===== src/rtl/bcd_pkg.sv =====
// Shared types and constants for the binary-to-BCD converter and its digit cells.
package bcd_pkg;

   typedef enum logic [1:0] {IDLE, SHIFT, DONE} bcd_state_e;

   localparam int         BCD_DIGIT_W = 4;
   localparam logic [3:0] ADD3_THRESH = 4'd5;

   // Decimal digits needed to represent 2^width - 1.
   function automatic int bcd_digits_for(input int width);
      longint lim;
      longint pow10;
      int     d;
      lim   = (longint'(1) << width) - 1;
      pow10 = 10;
      d     = 1;
      while (pow10 <= lim) begin
         d++;
         pow10 = pow10 * 10;
      end
      return d;
   endfunction

endpackage


===== src/rtl/bcd_add3.sv =====
// Double-dabble digit correction: a digit of 5 or more gets +3 before the shift.
module bcd_add3
   import bcd_pkg::*;
(
   input  logic [BCD_DIGIT_W-1:0] din,
   output logic [BCD_DIGIT_W-1:0] dout
);

   assign dout = (din >= ADD3_THRESH) ? din + 4'd3 : din;

endmodule


===== src/rtl/product_bcd_converter.sv =====
// Iterative shift-and-add-3 converter: one WIDTH-bit product in, packed BCD digits out.
module product_bcd_converter
   import bcd_pkg::*;
#(
   parameter int WIDTH  = 8,
   parameter int DIGITS = 3
) (
   input  logic                          clk,
   input  logic                          rst_n,
   input  logic                          in_valid,
   output logic                          in_ready,
   input  logic [WIDTH-1:0]              in_product,
   output logic                          out_valid,
   input  logic                          out_ready,
   output logic [BCD_DIGIT_W*DIGITS-1:0] out_bcd,
   output logic                          busy
);

   localparam int CNT_W = $clog2(WIDTH + 1);
   localparam int BCD_W = BCD_DIGIT_W * DIGITS;

   generate
      if (DIGITS < bcd_digits_for(WIDTH)) begin : g_digits_chk
         $error("product_bcd_converter: DIGITS too small for WIDTH");
      end
   endgenerate

   bcd_state_e                            state;
   logic [CNT_W-1:0]                      cnt;
   logic [WIDTH-1:0]                      bin;
   logic [DIGITS-1:0][BCD_DIGIT_W-1:0]    scratch;
   logic [DIGITS-1:0][BCD_DIGIT_W-1:0]    adj;
   logic [BCD_W+WIDTH-1:0]                shifted;

   generate
      for (genvar d = 0; d < DIGITS; d++) begin : g_add3
         bcd_add3 u_add3 (
            .din  (scratch[d]),
            .dout (adj[d])
         );
      end
   endgenerate

   assign shifted  = {adj, bin} << 1;
   // in_ready is forced low while reset is held, not only after it releases.
   assign in_ready = rst_n && (state == IDLE);
   assign busy     = (state == SHIFT) || (state == DONE);

   always_ff @(posedge clk or negedge rst_n) begin
      if (!rst_n) begin
         state     <= IDLE;
         cnt       <= '0;
         bin       <= '0;
         scratch   <= '0;
         out_valid <= 1'b0;
         out_bcd   <= '0;
      end else begin
         case (state)
            IDLE: begin
               if (in_valid) begin
                  bin     <= in_product;
                  scratch <= '0;
                  cnt     <= CNT_W'(WIDTH);
                  state   <= SHIFT;
               end
            end
            SHIFT: begin
               scratch <= shifted[BCD_W+WIDTH-1:WIDTH];
               bin     <= shifted[WIDTH-1:0];
               cnt     <= cnt - CNT_W'(1);
               if (cnt == CNT_W'(1)) begin
                  out_bcd   <= shifted[BCD_W+WIDTH-1:WIDTH];
                  out_valid <= 1'b1;
                  state     <= DONE;
               end
            end
            DONE: begin
               if (out_ready) begin
                  out_valid <= 1'b0;
                  state     <= IDLE;
               end
            end
            default: state <= IDLE;
         endcase
      end
   end

endmodule


===== config.mk =====
export PLATFORM = sky130hd
export DESIGN_NAME = product_bcd_converter
export DESIGN_NICKNAME = d
export VERILOG_FILES = /design/src/rtl/bcd_pkg.sv /design/src/rtl/bcd_add3.sv /design/src/rtl/product_bcd_converter.sv
export SDC_FILE = /design/constraint.sdc
export NUM_CORES = 1
export LEC_CHECK = 0
export ABC_AREA = 1
export ABC_CLOCK_PERIOD_IN_PS = 1680
export CAP_MARGIN = 20
export CORE_ASPECT_RATIO = 0.8
export CORE_MARGIN = 5
export CORE_UTILIZATION = 40
export CTS_CLUSTER_DIAMETER = 100
export CTS_CLUSTER_SIZE = 24
export DETAILED_ROUTE_END_ITERATION = 8
export SETUP_SLACK_MARGIN = 0.2
export SLEW_MARGIN = 15
export SYNTH_ARGS = -nofsm -noshare
export SYNTH_HDL_FRONTEND = slang
export SYNTH_HIERARCHICAL = 1
export SYNTH_SLANG_ARGS = --single-unit

===== constraint.sdc =====
create_clock -name clk -period 1.68 [get_ports clk]
set_input_delay 0.336 -clock clk [delete_from_list [all_inputs] [get_ports clk]]
set_output_delay 0.336 -clock clk [all_outputs]
set_load 0.02 [all_outputs]

* Word level (Yosys, flattened, before mapping)
Index checks and enable logic that the tools add are counted. Widths: inputs -> output; s select.
Word-level totals: flip-flop bits (word level) 39, logic and storage cells 46
Cells by class: order comparisons 3, equal/unequal tests 6, add/sub/neg operators 4, mux-type cells 16, reductions and logical operators 9
Operator list (count):
- $pmux 12 s2 | 1
- $pmux 8 s2 | 1
- $ge 4x3->1 const B | 3
- $mux 12 | 1
- $mux 4 | 3
- $add 4x2->4 const B | 2
- $mux 8 | 1
- $pmux 4 s2 | 1
- $mux 2 | 3
- $pmux 2 s3 | 1
- $reduce_and 3->1 | 2
- $eq 4x1->1 const B | 1
- $ne 2x2->1 const B | 2
- $reduce_and 2->1 | 2
- $reduce_bool 2->1 | 2
- $sub 4x1->4 const B | 1
- $add 3x2->3 const B | 1
- $mux 3 | 1
- $eq 2x1->1 const B | 1
- $eq 2x2->1 const B | 1
- $logic_not 2->1 | 1
- $mux 1 | 2
- $ne 2x1->1 const B | 1
- $pmux 1 s2 | 1
- other kinds (2) | 2

* Logic depth before layout (Yosys ltp)
Gate-level depths: netlist of the first run.
depth after elaboration 3, mapped depth 9, mapped depth without buffers 9

* Cells and area by module
The synthesis of the first run kept the hierarchy.
By module, submodules not included:
- product_bcd_converter | cells an instance 187, times used 1, seq. area each 975.9 um2, area each 1736.7 um2
- bcd_add3 | cells an instance 23, times used 3, seq. area each 0.0 um2, area each 135.1 um2

* Worst setup path after synthesis of the first run
No wires, ideal clock.
path kind register to register, from register state[1], to register cnt[3], arrival 1.265 ns, cell stages (with the launch flop) 10, data required time 1.556 ns, library setup time 0.124 ns, slack 0.291 ns, cells stage by stage dfrtp_1 -> inv_1 -> ha_1 -> buf_6 -> inv_4 -> o21ai_4 -> buf_6 -> nand2_1 -> nand2_1 -> nand3_1
Between the ends: longest elaborated chain between the ends 3, elaborated cells between the ends (all ways) 6, those cells by class 2 x eq/ne; 1 x mux; 3 x reduce/logical
RTL lines:
- start: declaration | line product_bcd_converter.sv:28 | bcd_state_e state;
- start signal: assignment | line product_bcd_converter.sv:51 | state <= IDLE;
- start signal: assignment | line product_bcd_converter.sv:64 | state <= SHIFT;
- start signal: assignment | line product_bcd_converter.sv:74 | state <= DONE;
- $eq 2x1->1 / $logic_not 2->1 (equally long branches) | line product_bcd_converter.sv:58 | case (state)
- $reduce_bool 2->1 (no line) / $ne 2x2->1 (equally long branches)
- $reduce_and 2->1 (no line)
- end signal: assignment | line product_bcd_converter.sv:63 | cnt <= CNT_W'(WIDTH);
- end signal: assignment | line product_bcd_converter.sv:70 | cnt <= cnt - CNT_W'(1);
- end: declaration | line product_bcd_converter.sv:29 | logic [CNT_W-1:0] cnt;
Several ways; a longest one is shown, not always the timed one. A chain may end at the register's enable or synchronous reset.

* Worst setup path after layout of the first run
from register state[1], to output port busy
Between the ends: longest elaborated chain between the ends 2, elaborated cells between the ends (all ways) 3, those cells by class 2 x eq/ne; 1 x reduce/logical
RTL lines:
- $eq 2x1->1 / $eq 2x2->1 (equally long branches) | line product_bcd_converter.sv:47 | assign busy = (state == SHIFT) || (state == DONE);
- $logic_or 1x1->1 * | line product_bcd_converter.sv:47
- end: declaration | line product_bcd_converter.sv:16 | output logic busy
Every way passes the cells marked *; elsewhere a longest branch is shown, timed or not.

==> summary.txt, run 1 <==
CTS
  • H-tree Lvls: 2
  • CTS root buffer: clkbuf_8
  • Buffer levels on the longest clock path: 2
  • CTS tree: built
  • Hold_buf cts: 0
  • Total CTS buffers: 5
  • CTS clock-pin slew for the worst setup and hold paths: approximately 0.080 ns
  • Clock latency on the worst-skew pair: roughly 0.30 ns
  • Sink Count: 39

Layout
  • Share of cells above drive strength 1: between 10% and 20%
  • # diodes: 0
  • Final core utilization: approximately half
  • Nets: around 310
  • FILL cells: 485
  • Area growth syn-to-layout: 24.1%

Detailed routing
  • DRT antenna net count: 0
  • Vias/cell: roughly 4.7
  • DRT iter0 DRCs: 89
  • Final WL: just over 4000 um
  • DR vias: roughly 1600
  • TritonRoute pass-1 iters: 4
  • Post-route DRC: 0
  • WL/cell: approximately 12 um

Setup path
  • Crit path required time: around 1.3 ns
  • Worst EP arrival: roughly 1.1 ns
  • CP Max Fanout: 3
  • CP cell instances: inv_2 > ha_4 > buf_6
  • Slowest cell delay on critical path: approximately 0.39 ns
  • Setup CP Type: reg -> out
  • CP max stage cell: dfrtp_1
  • Crit path max-delay family: flip-flops
  • Startpoint Class: flop
  • Crit end category: primary output
  • Worst path bufs/invs: 2

Outcome
  • Status: complete, no violations

Timing
  • Final Max Tran Viols: 0
  • Max Freq: ~680 MHz
  • Final setup vio count: 0
  • Fin Clk Skew: roughly 0.0042 ns
  • Shortest period the worst path allows: between 1 and 1.5 ns
  • Least-Margin Pin Slew: approximately 0.5 ns
  • Setup TNS: 0 ns
  • Final period util: slightly below 90%
  • RSZ-0062 raised after global routing: true
  • Slew headroom: 66.7%
  • Final Hold Viols: 0

Power and ir drop
  • Logic gate share of total power: ~45%
  • Flop pwr share: between 30% and 40%
  • Sw Share: between 30 and 40%
  • Internal: about 0.0023 W
  • Max IR drop VDD: between 800 and 900 uV
  • Leakage: 1.23 nW
  • Pwr dens: between 1000 and 1500 mW/mm^2
  • P_sw: ~0.0015 W
  • Power, Total: around 0.0038 W
  • Clock power frac: between 20% and 30%

Die
  • Die ar.: just under 0.007 sq mm
  • Num rows: 23
  • Initial Util: about two fifths
  • Die W: about 91 um
  • Total core area: 0.00506 sq mm
  • Die Ht: approximately 75 um
  • Ports: 27

GRT
  • GRT met1 Usage: 17.7%
  • GR Util met3: under 10%
  • Vias in the first global route: 1653
  • Antenna violations before repair: 0
  • Global-route wire length before repair: 7420 um
  • GR peak layer: met2
  • Met2 Usage GRT: between 20% and 30%
  • Total gr overflow: 0
  • GRT Total Usage: a little over an eighth
  • Largest net degree at the start of global routing: 40

Synthesis
  • Synthesis Warnings: 6
  • Synth Cell Area: about 0.0021 sq mm
  • Cells after Synth: 251
  • Syn Nets: approximately 280
  • Syn avg cell area: between 8 and 9 sq um

Hold path
  • Worst hold path type: in -> async

Place
  • DPL Wire Length: 2790 um
  • PortBufs: 26
  • GP Congestion: just under 0.8

Run
  • Max-cap violation count: 0
[cell type report]
type	instances	area, sq um	share of cell area [%]
flip-flops and latches	39	976	37.2
multi-input cells	164	953	36.3
repair buffers	38	352	13.4
inverters	40	155	5.91
well taps	62	77.6	2.95
clock buffers	5	68.8	2.62
clock inverters	3	43.8	1.67
[path summary, 6_finish.rpt]
path	from	end	slack, ns	cells past startpoint
min	rst_n	state[0]	0.11	2
max reg2reg	state[1]	cnt[3]	0.25	8
max	state[1]	busy	0.21	3
min reg2reg	out_bcd[1]	out_bcd[1]	0.48	2
max in group asynchronous	rst_n	out_bcd[3]	1.22	2
min in group clk	out_bcd[1]	out_bcd[1]	0.48	2
[sequential cells by signal, summed over array words and instances (netlist names)]
signal / flops
out_bcd: 12
state: 2
out_valid: 1
bin: 8
scratch: 12
cnt: 4
[stage by stage]
step | instance area (sq um) | instances | hold slack (ns) | worst slack, ns
after floorplan | 2120 | 251 | 0.0404 | 0.291
after global placement | 2470 | 341 | 0.452 | 0.0530
after detailed placement | 2470 | 341 | 0.451 | 0.0288
after CTS | 2570 | 349 | 0.119 | 0.169
after global routing | 2630 | 351 | 0.172 | 0.153
final | 2630 | 351 | 0.109 | 0.214
[layer usage]
layer	part of all wire [%]	wire length, um
met5	0	0
met1	51	2080
met3	3.2	132
met4	1.3	53
met2	45	1830
[worst register-to-register path: stages (launching register included)]
cell     delay, ns
dfrtp_1       0.36
inv_2         0.07
ha_4          0.16
buf_4         0.15
o21ai_4       0.24
buf_6         0.17
nand2_1       0.05
nand2_1       0.06
nand3_1       0.06
[placed cells by master (no fill, tap or decap), types with 5 or more instances in the layout]
| master | n |
|---|---|
| o21ai_0 | 23 |
| inv_2 | 8 |
| nand2_1 | 64 |
| nor2_1 | 10 |
| clkdlybuf4s50_1 | 10 |
| dlygate4sd2_1 | 13 |
| inv_1 | 30 |
| nor2_4 | 6 |
| nand3_1 | 7 |
| o211ai_1 | 7 |
| o21ai_1 | 15 |
| dfrtp_1 | 39 |
| ha_1 | 8 |
| clkbuf_8 | 5 |
| buf_4 | 9 |
[what timing repair did]
action	in CTS	in global routing
gates cloned	0	1
pin swaps	1	6
setup buffers	0	1
endpoints found under the setup margin	15	30
gates resized for setup	25	19
[power by group through the flow]
stage	sequential (W)	clock [W]	combinational, W
2_1_floorplan	0.00137	0	0.00114
3_3_place_gp	0.00134	0	0.00157
3_5_place_dp	0.00134	0	0.00160
4_1_cts	0.00132	0.000831	0.00161
5_1_grt	0.00135	0.000870	0.00197
6_report	0.00132	0.000796	0.00171
No activity file was read; power rests on OpenSTA's default activity.
==> run 2, diff against run 1 <==
--- a/config.mk
+++ b/config.mk
@@ -11,12 +11,11 @@
 export CORE_ASPECT_RATIO = 0.8
 export CORE_MARGIN = 5
 export CORE_UTILIZATION = 40
+export CTS_BUF_LIST = sky130_fd_sc_hd__clkbuf_2
 export CTS_CLUSTER_DIAMETER = 100
 export CTS_CLUSTER_SIZE = 24
 export DETAILED_ROUTE_END_ITERATION = 8
-export SETUP_SLACK_MARGIN = 0.2
 export SLEW_MARGIN = 15
 export SYNTH_ARGS = -nofsm -noshare
 export SYNTH_HDL_FRONTEND = slang
-export SYNTH_HIERARCHICAL = 1
 export SYNTH_SLANG_ARGS = --single-unit
==> run 2 against run 1 <==
Against the previous run:
- sequential share of layout area is 2.0 points higher
- final area fell by 5.1%
- sequential power about the same
- worst hold slack better by 0.38 ns
- critical path depth grew 2
- combinational power down 4%
- highest routed layer unchanged
- flip-flop and latch count unchanged
- first-iteration DRC count is 15% lower
==> summary.txt, run 2 <==
Synthesis
  • Register area share after synthesis: about half
  • Syn avg cell area: roughly 8.1 sq um
  • XOR/XNOR share of the synthesized area: 0%
  • Synth Cell Area: 0.00203 sq mm
  • Most frequent cell after synthesis: nand2_1
  • Async set-reset flop share out of synthesis: 100%
  • Synthesis Warnings: 0
  • Largest family of logic cells by synthesized area: simple AND/OR/NAND/NOR gates
  • Post-synth top area cell: dfrtp_1
  • Complex-gate fraction of the synthesized area: between 6 and 7%
  • Post-synth top cells: 99 x nand2_1, 39 x dfrtp_1, 26 x nand3_1
  • Cells after Synth: ~250
  • Synth cell types: 23
  • Post-Synth Simple-Gate Area: 30.3%
  • Post-Synth Adder-Cell Area: under 10%
  • Main flop type after synthesis: dfrtp_1
  • Top-area cell type share of the netlist area: between 40% and 50%
  • Multiplexer share of the synthesized area: 0%
  • Top post-synthesis cells by area: dfrtp_1 48%, nand2_1 18%, ha_1 6.8%, nand3_1 6.4%, inv_1 4.6%
  • EDFF count, synth: 0
  • Syn Nets: ~280
  • #FFs+latches synth: 39

Die
  • Initial Util: around 41%
  • Total core area: around 0.005 sq mm
  • Die W: 89.7 um
  • Ports: 27
  • Die Ht: 73.7 um
  • Num rows: 23
  • Die ar.: between 0.006 and 0.007 sq mm

Power and ir drop
  • Clock power frac: between 10% and 20%
  • Pwr dens: 1420 mW/mm^2
  • Logic gate share of total power: a little under half
  • Sw Share: 39.7%
  • Internal: approximately 0.0021 W
  • Max IR drop VDD: between 700 and 800 uV
  • P_sw: 0.00141 W
  • Power, Total: around 0.0035 W
  • Flop pwr share: 37.8%
  • Leakage: about 1.4 nW

Layout
  • Nets: roughly 320
  • Commonest non-fill, non-tap cell in the layout: nand2_1
  • Most frequent cells in the layout: 98 x nand2_1, 39 x dfrtp_1, 26 x nand3_1
  • Share of cells above drive strength 1: 12.9%
  • Register area: roughly 980 sq um
  • Multi-input logic area: about 900 sq um
  • # diodes: 0
  • FILL cells: between 500 and 600
  • Area growth syn-to-layout: 22.8%
  • Top Registers: out_bcd x12, scratch x12, bin x8

CTS
  • H-tree Lvls: 2
  • Clock latency on the worst-skew pair: ~0.38 ns
  • CTS tree: built
  • CTS clock-pin slew for the worst setup and hold paths: between 0.2 and 0.25 ns
  • CTS root buffer: clkbuf_2
  • Buffer levels on the longest clock path: 2
  • Total CTS buffers: 5
  • Sink Count: 39

Detailed routing
  • DRT antenna net count: 0
  • Vias/cell: approximately 4.8
  • TritonRoute pass-1 iters: 5
  • Post-route DRC: 0
  • DRT iter0 DRCs: between 70 and 80
  • DR vias: approximately 1700
  • WL/cell: approximately 11 um
  • Final WL: between 4000 and 5000 um

Setup path
  • Startpoint Class: flop
  • Crit end category: primary output
  • CP Max Fanout: 2
  • Crit path required time: 1.34 ns
  • Setup CP Type: reg -> out
  • Worst EP arrival: between 1 and 1.5 ns

Timing
  • Final period util: 92.8%
  • Max Freq: between 600 and 700 MHz
  • Shortest period the worst path allows: between 1.5 and 2 ns
  • Final Hold Viols: 0
  • Final Max Tran Viols: 0
  • Fin Clk Skew: ~0.0077 ns
  • RSZ-0062 raised after global routing: false
  • Setup TNS: 0 ns
  • Final setup vio count: 0
  • Least-Margin Pin Slew: about 0.51 ns
  • Slew headroom: roughly 66%

Outcome
  • Status: complete, no violations

GRT
  • GRT Total Usage: 14.1%
  • Global-route wire length before repair: around 7200 um
  • Largest net degree at the start of global routing: 40
  • Vias in the first global route: ~1600
  • Antenna violations before repair: 0
  • Total gr overflow: 0

Place
  • DPL Wire Length: about 2900 um
  • GP Congestion: ~0.80
  • PortBufs: 26

Hold path
  • Worst hold path type: in -> reg

Run
  • Max-cap violation count: 0
[run 2: through the flow]
step,hold WS [ns],instance area [sq um],setup slack [ns],util (%),instances
6_report,0.486,2490,0.120,50.1,357
5_1_grt,0.450,2490,0.00182,50.1,357
4_1_cts,0.462,2460,0.0264,49.3,356
3_5_place_dp,0.450,2400,0.0408,48.2,346
2_1_floorplan,0.0404,2030,0.413,-,252
3_3_place_gp,0.457,2400,0.0546,48.2,346
[run 2: final cells by class]
type,instances,share of cell area (%)
clock buffers,5,1.00
inverters,27,4.06
clock inverters,3,1.56
flip-flops and latches,39,39.1
well taps,62,3.11
repair buffers,42,15.1
multi-input cells,179,36.0
[run 2: per-layer routing]
layer	part of all wire, %	global-route usage [%]	vias to the layer above
met5	0	0	-
met4	0.52	3.47	0
met3	4.8	4.04	4
met2	41	20.5	34
met1	53	20.5	767
li1	-	-	893
[run 2: final timing paths]
| path | cells after the start | endpoint | slack [ns] | startpoint |
|---|---|---|---|---|
| worst max register to register | 8 | cnt[2] | 0.13 | state[0] |
| min in group asynchronous | 3 | state[0] | 0.54 | rst_n |
| worst max-delay path | 5 | in_ready | 0.12 | state[1] |
| worst min register to register | 2 | out_bcd[3] | 0.50 | out_bcd[3] |
| worst min-delay path | 3 | bin[0] | 0.49 | in_product[0] |
| max in group asynchronous | 3 | bin[1] | 0.79 | rst_n |
[run 2: logic make-up (layout without fill, tap and decap cells)]
logic type / count (synthesis) / count (layout)
flip-flops: 39 / 39
adder cells (fa/ha/maj): 11 / 11
buffers and inverters: 34 / 77
AND/OR/NAND/NOR: 145 / 145
AO/OA/AOI/OAI: 23 / 23
[run 2: power by group through the flow]
stage                     clock network [W]  registers, W  logic [W]
final                              0.000561       0.00134    0.00164
after global routing               0.000633       0.00138    0.00188
after CTS                          0.000584       0.00134    0.00157
after detailed placement                  0       0.00136    0.00161
after global placement                    0       0.00136    0.00160
after floorplan                           0       0.00139    0.00107
[run 2: repair_timing]
action | in CTS | in global routing
pin swaps | 0 | 1
buffers inserted | 1 | 1
resized for setup | 21 | 10
hold buffers | 1 | 0
endpoints found under the hold margin | 31 | 0
setup endpoints to repair | 15 | 23
[run 2: critical path, cell delays in order, from the launching register on]
cell and delay [ns]:
dfrtp_1 0.43, inv_2 0.09, ha_4 0.14, nand2_2 0.05, inv_2 0.04, buf_6 0.10
==> run 3, diff against run 2 <==
--- a/config.mk
+++ b/config.mk
@@ -11,7 +11,6 @@
 export CORE_ASPECT_RATIO = 0.8
 export CORE_MARGIN = 5
 export CORE_UTILIZATION = 40
-export CTS_BUF_LIST = sky130_fd_sc_hd__clkbuf_2
 export CTS_CLUSTER_DIAMETER = 100
 export CTS_CLUSTER_SIZE = 24
 export DETAILED_ROUTE_END_ITERATION = 8
==> run 3 against run 2 <==
Against the previous run:
- utilization grew 0.40 points
- first-iteration DRC count grew 29%
- non-clock buffer count shrank 3
- clock-buffer cell count grew 1
- setup slack lost 0.043 ns
- global-route usage shrank 0.14 points
- sequential share of layout area shrank 0.31 points
- sequential power is essentially flat
- critical endpoint is now busy
- critical path depth shrank 2
- maximum frequency shrank 2.7%
- final cell count shrank 0.84%
==> summary.txt, run 3 (synthesis gave the netlist of run 2 again) <==
Outcome
  • Status: complete, no violations

CTS
  • Sink Count: 39
  • Setup bufs post-CTS: 0
  • CTS resizes: 2
  • H-tree Lvls: 2
  • Hold_buf cts: 0
  • Buffer levels on the longest clock path: 2
  • CTS tree: built
  • Total CTS buffers: 5
  • Clock latency on the worst-skew pair: around 0.28 ns
  • CTS clock-pin slew for the worst setup and hold paths: ~0.07 ns
  • CTS root buffer: clkbuf_8

Die
  • Die Ht: approximately 74 um
  • Total core area: roughly 0.005 sq mm
  • Initial Util: approximately two fifths
  • Die ar.: 0.00661 sq mm
  • Ports: 27
  • Die W: around 90 um
  • Num rows: 23

Layout
  • Top Registers: out_bcd x12, scratch x12, bin x8
  • Nets: between 300 and 400
  • Most frequent cells in the layout: 99 x nand2_1, 39 x dfrtp_1, 26 x nand3_1
  • Fin area: between 0.002 and 0.003 sq mm
  • Area growth syn-to-layout: 23.8%
  • Non-filler instance count after layout: 354
  • # diodes: 0
  • Commonest non-fill, non-tap cell in the layout: nand2_1
  • Share of cells above drive strength 1: around a tenth

Setup path
  • Slowest cell delay on critical path: 0.35 ns
  • CP Max Fanout: 2
  • Crit path required time: around 1.3 ns
  • Crit end category: primary output
  • Reg2Reg Depth: 7
  • Setup CP Type: reg -> out
  • Startpoint Class: flop
  • Worst path depth: 3
  • CP cell instances: inv_1 > ha_1 > clkdlybuf4s15_1
  • CP max stage cell: dfrtp_1
  • Worst path bufs/invs: 2
  • Crit path max-delay family: flip-flops
  • Worst EP arrival: approximately 1.3 ns

Timing
  • Fin Clk Skew: between 0.006 and 0.007 ns
  • Final period util: between 90% and 100%
  • Shortest period the worst path allows: roughly 1.6 ns
  • Least-Margin Pin Slew: around 0.51 ns
  • Final Max Tran Viols: 0
  • Setup TNS: 0 ns
  • Final setup margin: around 0.077 ns
  • Final setup vio count: 0
  • Final Hold Viols: 0
  • RSZ-0062 raised after global routing: false
  • Slew headroom: 65.8%
  • Max Freq: a little over 600 MHz

Place
  • PortBufs: 26
  • DPL Wire Length: 2880 um
  • Placed insts: about 350
  • Post-DP Area: 0.00240 sq mm
  • GP Congestion: ~0.8
  • Setup WS pre-CTS: approximately 0.04 ns

GRT
  • Global-route wire length before repair: between 7000 and 8000 um
  • Total gr overflow: 0
  • Largest net degree at the start of global routing: 40
  • Antenna violations before repair: 0
  • Vias in the first global route: between 1500 and 2000
  • GRT Total Usage: ~14%

Power and ir drop
  • Leakage: between 1 and 1.5 nW
  • Max IR drop VDD: 644 uV
  • Pwr dens: 1480 mW/mm^2
  • Power, Total: ~0.0037 W

Hold path
  • Worst hold path type: in -> async

Detailed routing
  • WL/cell: 11.3 um
  • DRT iter0 DRCs: 98
  • Final WL: about 4000 um
  • DR vias: 1668
  • DRT antenna net count: 0
  • Post-route DRC: 0
  • TritonRoute pass-1 iters: 5
  • Vias/cell: 4.71

Run
  • Max-cap violation count: 0
==> run 3: cell types whose count changed in the layout (fill, tap and decap cells not counted), moves of 3 or more <==
| cell | change |
|---|---|
| inv_1 | +3 |
| inv_2 | -3 |
| clkbuf_8 | +6 |
| dlygate4sd2_1 | -13 |
| clkdlybuf4s50_1 | +13 |
| clkbuf_2 | -4 |
==> run 3: metrics by stage <==
stage	util (%)	hold WS, ns
after detailed placement	48.2	0.450
final	50.5	0.116
after global placement	48.2	0.457
after floorplan	-	0.0404
after CTS	50.5	0.139
after global routing	50.5	0.169
==> run 3: worst paths after layout <==
path,start,endpoint,slack (ns)
worst max register to register,state[0],cnt[2],0.18
worst max-delay path,state[0],busy,0.08
max in group asynchronous,rst_n,cnt[3],1.20
worst min-delay path,rst_n,state[0],0.12
min in group clk,out_bcd[3],out_bcd[3],0.48
worst min register to register,out_bcd[3],out_bcd[3],0.48
==> run 3: cell type report <==
type | count | area, sq um
Tap cell | 62 | 77.6
Clock inverter | 2 | 35.0
Sequential cell | 39 | 976
Multi-Input combinational cell | 179 | 881
Timing Repair Buffer | 39 | 360
Clock buffer | 6 | 82.6
Fill cell | 513 | 2460
Inverter | 27 | 101
==> run 3: routing by layer <==
layer	vias up	GRT usage [%]	part of all wire, %
li1	883	-	-
met1	752	20.6	54
met2	31	20.9	41
met3	2	3.48	5.3
met4	0	2.48	0.42
met5	-	0	0
==> run 3: report_power, final <==
| part | internal, W | switching (W) | total (W) |
|---|---|---|---|
| clock | 0.000481 | 0.000332 | 0.000813 |
| sequential | 0.00119 | 0.000154 | 0.00134 |
| combinational | 0.000665 | 0.000910 | 0.00157 |
| total | 0.00234 | 0.00140 | 0.00373 |
